==> config.mk <==
export PLATFORM = sky130hd
export DESIGN_NAME = axi_tx_buf_channel
export DESIGN_NICKNAME = d
export VERILOG_FILES = /design/src/rtl/axi_chan_pkg.sv /design/src/rtl/tx_buf_mem.sv /design/src/rtl/axi_tx_buf_channel.sv
export SDC_FILE = /design/constraint.sdc
export NUM_CORES = 1
export LEC_CHECK = 0
export ABC_AREA = 1
export CAP_MARGIN = 15
export CORE_ASPECT_RATIO = 1.2
export CORE_MARGIN = 8
export CORE_UTILIZATION = 50
export DETAILED_ROUTE_END_ITERATION = 6
export GPL_TIMING_DRIVEN = 0
export PLACE_DENSITY = 0.73
export REMOVE_ABC_BUFFERS = 1
export SETUP_SLACK_MARGIN = 0.3
export SYNTH_ARGS = -nofsm -noshare
export SYNTH_HDL_FRONTEND = slang
export SYNTH_SLANG_ARGS = --single-unit
==> constraint.sdc <==
create_clock -name ACLK -period 4.4 [get_ports ACLK]
set_clock_uncertainty 0.1 [all_clocks]
set_input_delay 0.88 -clock ACLK [delete_from_list [all_inputs] [get_ports ACLK]]
set_output_delay 0.88 -clock ACLK [all_outputs]
set_load 0.02 [all_outputs]
==> src/rtl/axi_chan_pkg.sv <==
// rtl/axi_chan_pkg.sv - shared types and sizing helpers for the tx buffer channel
package axi_chan_pkg;

    typedef enum logic [1:0] {
        EMPTY   = 2'd0,
        PARTIAL = 2'd1,
        FULL    = 2'd2
    } occ_state_t;

    // A depth of one entry still needs a one-bit pointer so ports never collapse to zero width.
    function automatic int ptr_width(input int depth);
        return (depth > 1) ? $clog2(depth) : 1;
    endfunction

endpackage

==> src/rtl/tx_buf_mem.sv <==
// rtl/tx_buf_mem.sv - DEPTH x WIDTH buffer storage, one write port, combinational read
module tx_buf_mem
    import axi_chan_pkg::*;
#(
    parameter int WIDTH = 8,
    parameter int DEPTH = 4,
    parameter int AW    = ptr_width(DEPTH)
) (
    input  logic             ACLK,
    input  logic             wr_en,
    input  logic [AW-1:0]    wr_addr,
    input  logic [WIDTH-1:0] wr_data,
    input  logic [AW-1:0]    rd_addr,
    output logic [WIDTH-1:0] rd_data
);

    // Entries are deliberately left unreset; occupancy tracking decides what is meaningful.
    logic [WIDTH-1:0] mem [DEPTH];

    always_ff @(posedge ACLK) begin
        if (wr_en) begin
            mem[wr_addr] <= wr_data;
        end
    end

    assign rd_data = mem[rd_addr];

endmodule

==> src/rtl/axi_tx_buf_channel.sv <==
// rtl/axi_tx_buf_channel.sv - registered transmit buffer between a staged source and a VALID/READY bus
module axi_tx_buf_channel
    import axi_chan_pkg::*;
#(
    parameter int WIDTH = 8,
    parameter int DEPTH = 4
) (
    input  logic                       ACLK,
    input  logic                       ARESETn,
    input  logic                       tx_en,
    input  logic [WIDTH-1:0]           tx_data,
    output logic                       tx_hold,
    output logic                       VALID,
    output logic [WIDTH-1:0]           xDATA,
    input  logic                       READY,
    output logic [$clog2(DEPTH+1)-1:0] level
);

    localparam int AW = ptr_width(DEPTH);
    localparam int LW = $clog2(DEPTH + 1);
    localparam logic [LW-1:0] LEVEL_FULL = LW'(DEPTH);
    localparam logic [LW-1:0] LEVEL_LAST = LW'(DEPTH - 1);
    localparam logic [LW-1:0] LEVEL_ONE  = LW'(1);

    occ_state_t       state;
    occ_state_t       state_nxt;
    logic [AW-1:0]    wr_ptr;
    logic [AW-1:0]    rd_ptr;
    logic [LW-1:0]    level_nxt;
    logic [WIDTH-1:0] rd_data;
    logic             push;
    logic             pop;

    // Both status outputs come straight from the registered state, so READY never reaches tx_hold.
    assign VALID   = (state != EMPTY);
    assign tx_hold = (state == FULL);
    assign push    = tx_en && !tx_hold;
    assign pop     = VALID && READY;
    assign xDATA   = VALID ? rd_data : '0;

    always_comb begin
        state_nxt = state;
        case (state)
            EMPTY:   if (push) state_nxt = PARTIAL;
            PARTIAL: begin
                if (push && !pop && level == LEVEL_LAST) begin
                    state_nxt = FULL;
                end else if (pop && !push && level == LEVEL_ONE) begin
                    state_nxt = EMPTY;
                end
            end
            FULL:    if (pop) state_nxt = PARTIAL;
            default: state_nxt = EMPTY;
        endcase
    end

    always_comb begin
        level_nxt = level;
        if (push && !pop) begin
            level_nxt = level + LW'(1);
        end else if (pop && !push) begin
            level_nxt = level - LW'(1);
        end
    end

    // Power-of-two depth lets the pointers wrap by plain overflow.
    always_ff @(posedge ACLK or negedge ARESETn) begin
        if (!ARESETn) begin
            state  <= EMPTY;
            level  <= '0;
            wr_ptr <= '0;
            rd_ptr <= '0;
        end else begin
            state <= state_nxt;
            level <= level_nxt;
            if (push) begin
                wr_ptr <= wr_ptr + AW'(1);
            end
            if (pop) begin
                rd_ptr <= rd_ptr + AW'(1);
            end
        end
    end

    tx_buf_mem #(
        .WIDTH (WIDTH),
        .DEPTH (DEPTH),
        .AW    (AW)
    ) u_mem (
        .ACLK    (ACLK),
        .wr_en   (push),
        .wr_addr (wr_ptr),
        .wr_data (tx_data),
        .rd_addr (rd_ptr),
        .rd_data (rd_data)
    );

endmodule

==> results of run 1 <==
-- area by class of cell --
class / count / share of cell area, %
inverters: 52 / 8.40
repair buffers: 24 / 10.1
clock inverters: 3 / 2.73
flip-flops and latches: 41 / 49.8
well taps: 54 / 2.84
multi-input cells: 100 / 23.3
clock buffers: 5 / 2.89
-- power by group --
group	total [mW]	switching, mW	internal [mW]	leakage (nW)
Combinational	0.641	0.373	0.268	0.619
Sequential	0.604	0.0857	0.518	0.401
Clock	0.352	0.127	0.225	0.0681
Total	1.60	0.586	1.01	1.09
-- layer usage --
layer | GRT usage (%) | up-vias | share of wire (%)
met1 | 12.9 | 590 | 40
li1 | - | 670 | -
met2 | 23.3 | 14 | 55
met4 | 7.10 | 0 | 2.3
met5 | 0 | - | 0
met3 | 2.95 | 8 | 2.7
-- flip-flops by register name (all words and copies together) (netlist names) --
signal / count
wr_ptr: 2
rd_ptr: 2
level: 3
u_mem.mem: 32
state: 2
-- logic make-up after synthesis --
family | Yosys count | synth area share, %
and+or+nand+nor | 69 | 15.4
xor gates and xnor gates | 4 | 1.76
adders and majority gates | 10 | 6.30
DFF | 41 | 59.7
AOI/OAI and AO/OA | 17 | 4.41
buffers and inverters | 56 | 12.4
-- placed cells by master, fill, tap and decap left out, drive strengths merged --
cell | Yosys | routed
clkbuf | 0 | 5
nor2 | 6 | 6
a21oi | 9 | 9
bufinv | 0 | 2
inv | 50 | 50
clkinv | 2 | 3
edfxtp | 32 | 32
clkdlybuf4s50 | 0 | 24
o21ai | 7 | 7
nand3 | 19 | 19
nand2 | 43 | 43
xor2 | 3 | 3
dfrtp | 9 | 9
nand3b | 1 | 1
o31ai | 1 | 1
ha | 10 | 10
xnor2 | 1 | 1
-- path summary, 6_finish.rpt --
| check | to | from |
|---|---|---|
| min in group asynchronous | level[2] | ARESETn |
| hold / removal | state[0] | state[0] |
| setup / recovery | xDATA[0] | rd_ptr[0] |
| max in group asynchronous | rd_ptr[0] | ARESETn |
| hold reg to reg | state[0] | state[0] |
| setup reg to reg | u_mem.mem[2][5] | wr_ptr[0] |
-- worst register-to-register path: stages (launching register included) --
cell and delay, ns:
dfrtp_1 0.40, inv_1 0.11, ha_1 0.15, inv_1 0.03, nor2_1 0.62
==> metrics.md, run 1 <==
| Metric | Value |
|---|---|
| Register area | 1190 um^2 |
| Synth top area share | 48.4% |
| Hold buffer count at CTS | 0 |
| Mean Syn Cell Area | 10.1 um^2 |
| Place WS | 1.45 ns |
| Worst min-delay path class | register to register |
| Largest net degree at the start of global routing | 19 |
| GR Util All Layers | 12.9% |
| N_diodes | 0 |
| Slew headroom | 46.4% |
| Number of global-route vias before repair | 1327 |
| GPL Wtd Cong | 0.779 |
| Util after Layout | 61.4% |
| Max Slew Vio Count | 0 |
| Total power | 1.60 mW |
| Most used DFF post-synth | edfxtp_1 |
| Critical path class | register to primary output |
| Clk root buf | clkbuf_8 |
| Top-count cell post-synth | inv_1 |
| Yosys warnings | 0 |
| Worst hold margin | 0.416 ns |
| Fin nets | 246 |
| Clock Latency Late Sink | 0.29 ns |
| Period minus WS final | 3.26 ns |
| Total Die Area | 6250 um^2 |
| Largest delay share family, worst path | flip-flops |
| Hold Violations, Final | 0 |
| Crit. End Element | primary output |
| Fill count | 355 |
| Routed Antenna Nets | 0 |
| DR iter-0 viols | 110 |
| Crit path depth | 5 |
| Die Ht | 85.0 um |
| R2r worst-path depth | 4 |
| Synthesized flop and latch total | 41 |
| Critical Path Start Type | register |
| CTS buffer count | 5 |
| Area post-placement | 2250 um^2 |
| Worst R2R Setup Slack | 2.61 ns |
| IO Count | 25 |
| Critical Path AT | 2.28 ns |
| Dpl cells | 271 |
| Row count | 25 |
| Area Overhead vs Synth | 20.0% |
| Status | completed |
| Postcts setup bufs | 0 |
| Residual DRC | 0 |
| Initial core utilization | 51.2% |
| Leading area contributor after synthesis | edfxtp_1 |
| Clock sinks | 41 |
| Vias | 1282 |
| F_max | 307 MHz |
| Final period util | 74.1% |
| Leakage dissipation | 1.09 nW |
| PostCTS Resize Cnt | 0 |
| CP max-delay cell | dfrtp_1 |
| Post-route cell area | 2380 um^2 |
| Syn Std Cell Area | 1990 um^2 |
| Top cells by area, synth | edfxtp_1, dfrtp_1, inv_1 |
| CP max FO | 18 |
| Clock Path Buffers | 2 |
| CTS clk-pin slew, worst paths | 0.07 ns |
| Cell breakdown of the critical path | inv_6 > nand2_1 > nand3_1 > a21oi_1 > clkdlybuf4s50_1 |
| Sequential fraction of the synthesis area | 59.7% |
| GRT overflow | 0 |
| Crit path buf inv count | 2 |
| Worst Slack Setup Final | 1.14 ns |
| Max Cap Viol | 0 |
| Post-synth ARST share | 22.0% |
| Final wirelength | 3.61 mm |
| Die Span X | 73.5 um |
| Post-DP HPWL | 2.51 mm |
| Port bufs | 24 |
| Drt via density | 4.59 |
| Synth Instances | 197 |
| CTS tree | built |
| Post-Layout Cell Count | 279 |
| Pwr Density | 670 nW/um^2 |
| Max incr delay on CP | 0.81 ns |
| Core area | 3880 um^2 |
| Share of cells above drive strength 1 | 8.00% |
| TNS Setup | 0 ns |
| Worst-margin pin slew | 0.801 ns |
| Min-Delay Path Depth | 1 |
| Synth unique cells | 23 |
| First-pass GRT wire length | 6.04 mm |
| H-tree levels | 2 |
| Post-DR wirelength/cell | 12.9 um |
| First-pass DRT Iterations | 4 |
| Area occupied by multi-input gates | 554 um^2 |
| Count of flip-flops with a built-in enable after synthesis | 32 |
| Initial antenna violation count | 0 |
| Setup violators final | 0 |
| Top cells by count, synth | inv_1, nand2_1, edfxtp_1 |
| RSZ-0062 raised after global routing | no |
| Maximum vdd ir drop | 436 uV |
| CP required | 3.42 ns |
No activity file was read; power rests on OpenSTA's default activity.
==> inputs of run 2 (changes only) <==
==> constraint.sdc (replaced) <==
create_clock -name ACLK -period 3.05 [get_ports ACLK]
set_clock_uncertainty 0.1 [all_clocks]
set_input_delay 0.61 -clock ACLK [delete_from_list [all_inputs] [get_ports ACLK]]
set_output_delay 0.61 -clock ACLK [all_outputs]
set_load 0.02 [all_outputs]
==> run 2 against run 1 <==
Compared with the run above: clock power is 44% higher; power is 45% higher; die area stayed put; critical path depth stayed put; non-clock buffer count is 1 higher; global-route usage hardly changed; worst hold slack hardly changed; wire length is 0.31% higher; largest power group unchanged; highest routed layer unchanged.
==> metrics.md, run 2 (synthesis gave the netlist of run 1 again) <==
| Metric | Value |
|---|---|
| Crit. End Element | primary output |
| GRT met2 Usage | 23.3% (unchanged) |
| Area post-placement | 2250 um^2 (unchanged) |
| GPL Wtd Cong | 0.779 (unchanged) |
| Maximum vdd ir drop | 621 uV (+42%) |
| Clock sinks | 41 (unchanged) |
| H-tree levels | 2 (unchanged) |
| GR Util All Layers | 12.9% (+0.027 points) |
| First-pass GRT wire length | 6.07 mm (+0.58%) |
| Worst min-delay path class | register to register |
| Max Cap Viol | 0 (unchanged) |
| Final wirelength | 3.62 mm (+0.31%) |
| Commonest non-fill, non-tap cell in the layout | inv_1 |
| Clock Latency Late Sink | 0.29 ns (about the same) |
| Number of global-route vias before repair | 1340 (+0.98%) |
| Critical Path AT | 1.94 ns (-0.34 ns) |
| Vias | 1293 (+0.86%) |
| IO Count | 25 (unchanged) |
| Area Overhead vs Synth | 20.8% |
| Core area | 3880 um^2 (unchanged) |
| Clock Path Buffers | 2 (unchanged) |
| RR Startpoint | wr_ptr[0] |
| Worst setup path startpoint | rd_ptr[0] |
| Final period util | 86.9% |
| Port bufs | 24 (unchanged) |
| Top reg by flops | u_mem.mem |
| Residual DRC | 0 (unchanged) |
| DR iter-0 viols | 84 (-24%) |
| GR Util met3 | 2.95% (unchanged) |
| Hold buffer count at CTS | 0 (unchanged) |
| CTS clk-pin slew, worst paths | 0.07 ns (about the same) |
| CP required | 2.34 ns (-1.08 ns) |
| F_max | 377 MHz |
| Fin nets | 247 (+0.41%) |
| GRT overflow | 0 (unchanged) |
| Status | completed |
| Max reg flops | 32 (unchanged) |
| GR peak layer | met2 |
| CTS tree | built |
| Worst R2R Setup Slack | 1.27 ns (-1.34 ns) |
| Worst R2R End | u_mem.mem[2][5] |
| Routed Antenna Nets | 0 (unchanged) |
| Post-DP HPWL | 2.51 mm (unchanged) |
| Worst-margin pin slew | 0.791 ns (-0.00985 ns) |
| Period minus WS final | 2.65 ns |
| Hold Violations, Final | 0 (unchanged) |
| R2r worst-path depth | 4 (unchanged) |
| CTS buffer count | 5 (unchanged) |
| First-pass DRT Iterations | 4 (unchanged) |
| Largest net degree at the start of global routing | 19 (unchanged) |
| Critical Path Start Type | register |
| Die Ht | 85.0 um (unchanged) |
| Max Slew Vio Count | 0 (unchanged) |
| Initial antenna violation count | 0 (unchanged) |
| Critical path class | register to primary output |
| Leakage dissipation | 1.10 nW (+1.5%) |
| CP max FO | 17 (-1) |
| Top Registers | u_mem.mem x32, level x3 |
| Post-DR wirelength/cell | 12.9 um (about the same) |
| Clk root buf | clkbuf_8 |
| Drt via density | 4.62 (+0.50%) |
| Met1 Use GR | 13.0% (+0.082 points) |
| Crit path capture | xDATA[2] |
| Initial core utilization | 51.2% (unchanged) |
| Post-route cell area | 2400 um^2 (+0.68%) |
| Die Span X | 73.5 um (unchanged) |
| Slew headroom | 47.1% (+0.66 points) |
| Share of cells above drive strength 1 | 9.73% (+1.7 points) |
| N_diodes | 0 (unchanged) |
| Setup violators final | 0 (unchanged) |
| Row count | 25 (unchanged) |
| Commonest non-fill, non-tap cells in the layout | inv_1, nand2_1, edfxtp_1 |
| Total Die Area | 6250 um^2 (unchanged) |
| TNS Setup | 0 ns (unchanged) |
| RSZ-0062 raised after global routing | no |
| Pwr Density | 967 nW/um^2 (+44%) |
## run 2: worst min path at each step
stage / from / to / slack (ns) / cells past startpoint
finish: state[0] / state[0] / 0.42 / 1
global route: state[0] / state[0] / 0.43 / 1
CTS: state[0] / state[0] / 0.42 / 1
detailed placement: state[0] / state[0] / 0.40 / 1
global placement: state[0] / state[0] / 0.40 / 1
floorplan: ARESETn / level[0] / 0.21 / 0
## run 2: where the power goes
group	switching (mW)	internal, mW
logic	0.542	0.393
clock network	0.183	0.325
registers	0.123	0.755
total	0.847	1.47
## run 2: per-layer routing
metal / vias up / part of all wire, %
li1: 674 / -
met1: 594 / 39
met2: 17 / 55
met3: 8 / 3.6
met4: 0 / 2.3
met5: - / 0
## run 2: stage by stage
stage / utilization (%) / setup WS, ns / hold slack (ns) / instances / total power [mW]
5_1_grt: 61.8 / 0.326 / 0.428 / 280 / 2.48
6_report: 61.8 / 0.399 / 0.416 / 280 / 2.32
3_3_place_gp: 58.0 / 0.390 / 0.402 / 271 / 1.79
4_1_cts: 61.5 / 0.341 / 0.415 / 279 / 2.34
3_5_place_dp: 58.0 / 0.367 / 0.405 / 271 / 1.82
2_1_floorplan: - / 1.09 / 0.214 / 193 / 1.43
## run 2: timing repair
item | in CTS | in global routing
setup buffers | 0 | 1
gates resized for setup | 3 | 2
endpoints found under the setup margin | 8 | 7
endpoints found under the hold margin | 0 | 0
## run 2: layout make-up
cell class                 count  area, um^2
fill                         353        1480
multi-input combinational    100         554
clock inverter                 3        65.1
sequential                    41        1190
timing repair buffer          25         250
clock buffer                   5        68.8
tap                           54        67.6
inverter                      52         201
## run 2: worst max-delay path, stage by stage, from the launching register on
cell and delay (ns):
dfrtp_4 0.59, buf_4 0.18, nand2_1 0.06, nand3_1 0.07, a21oi_1 0.15, clkdlybuf4s50_1 0.62
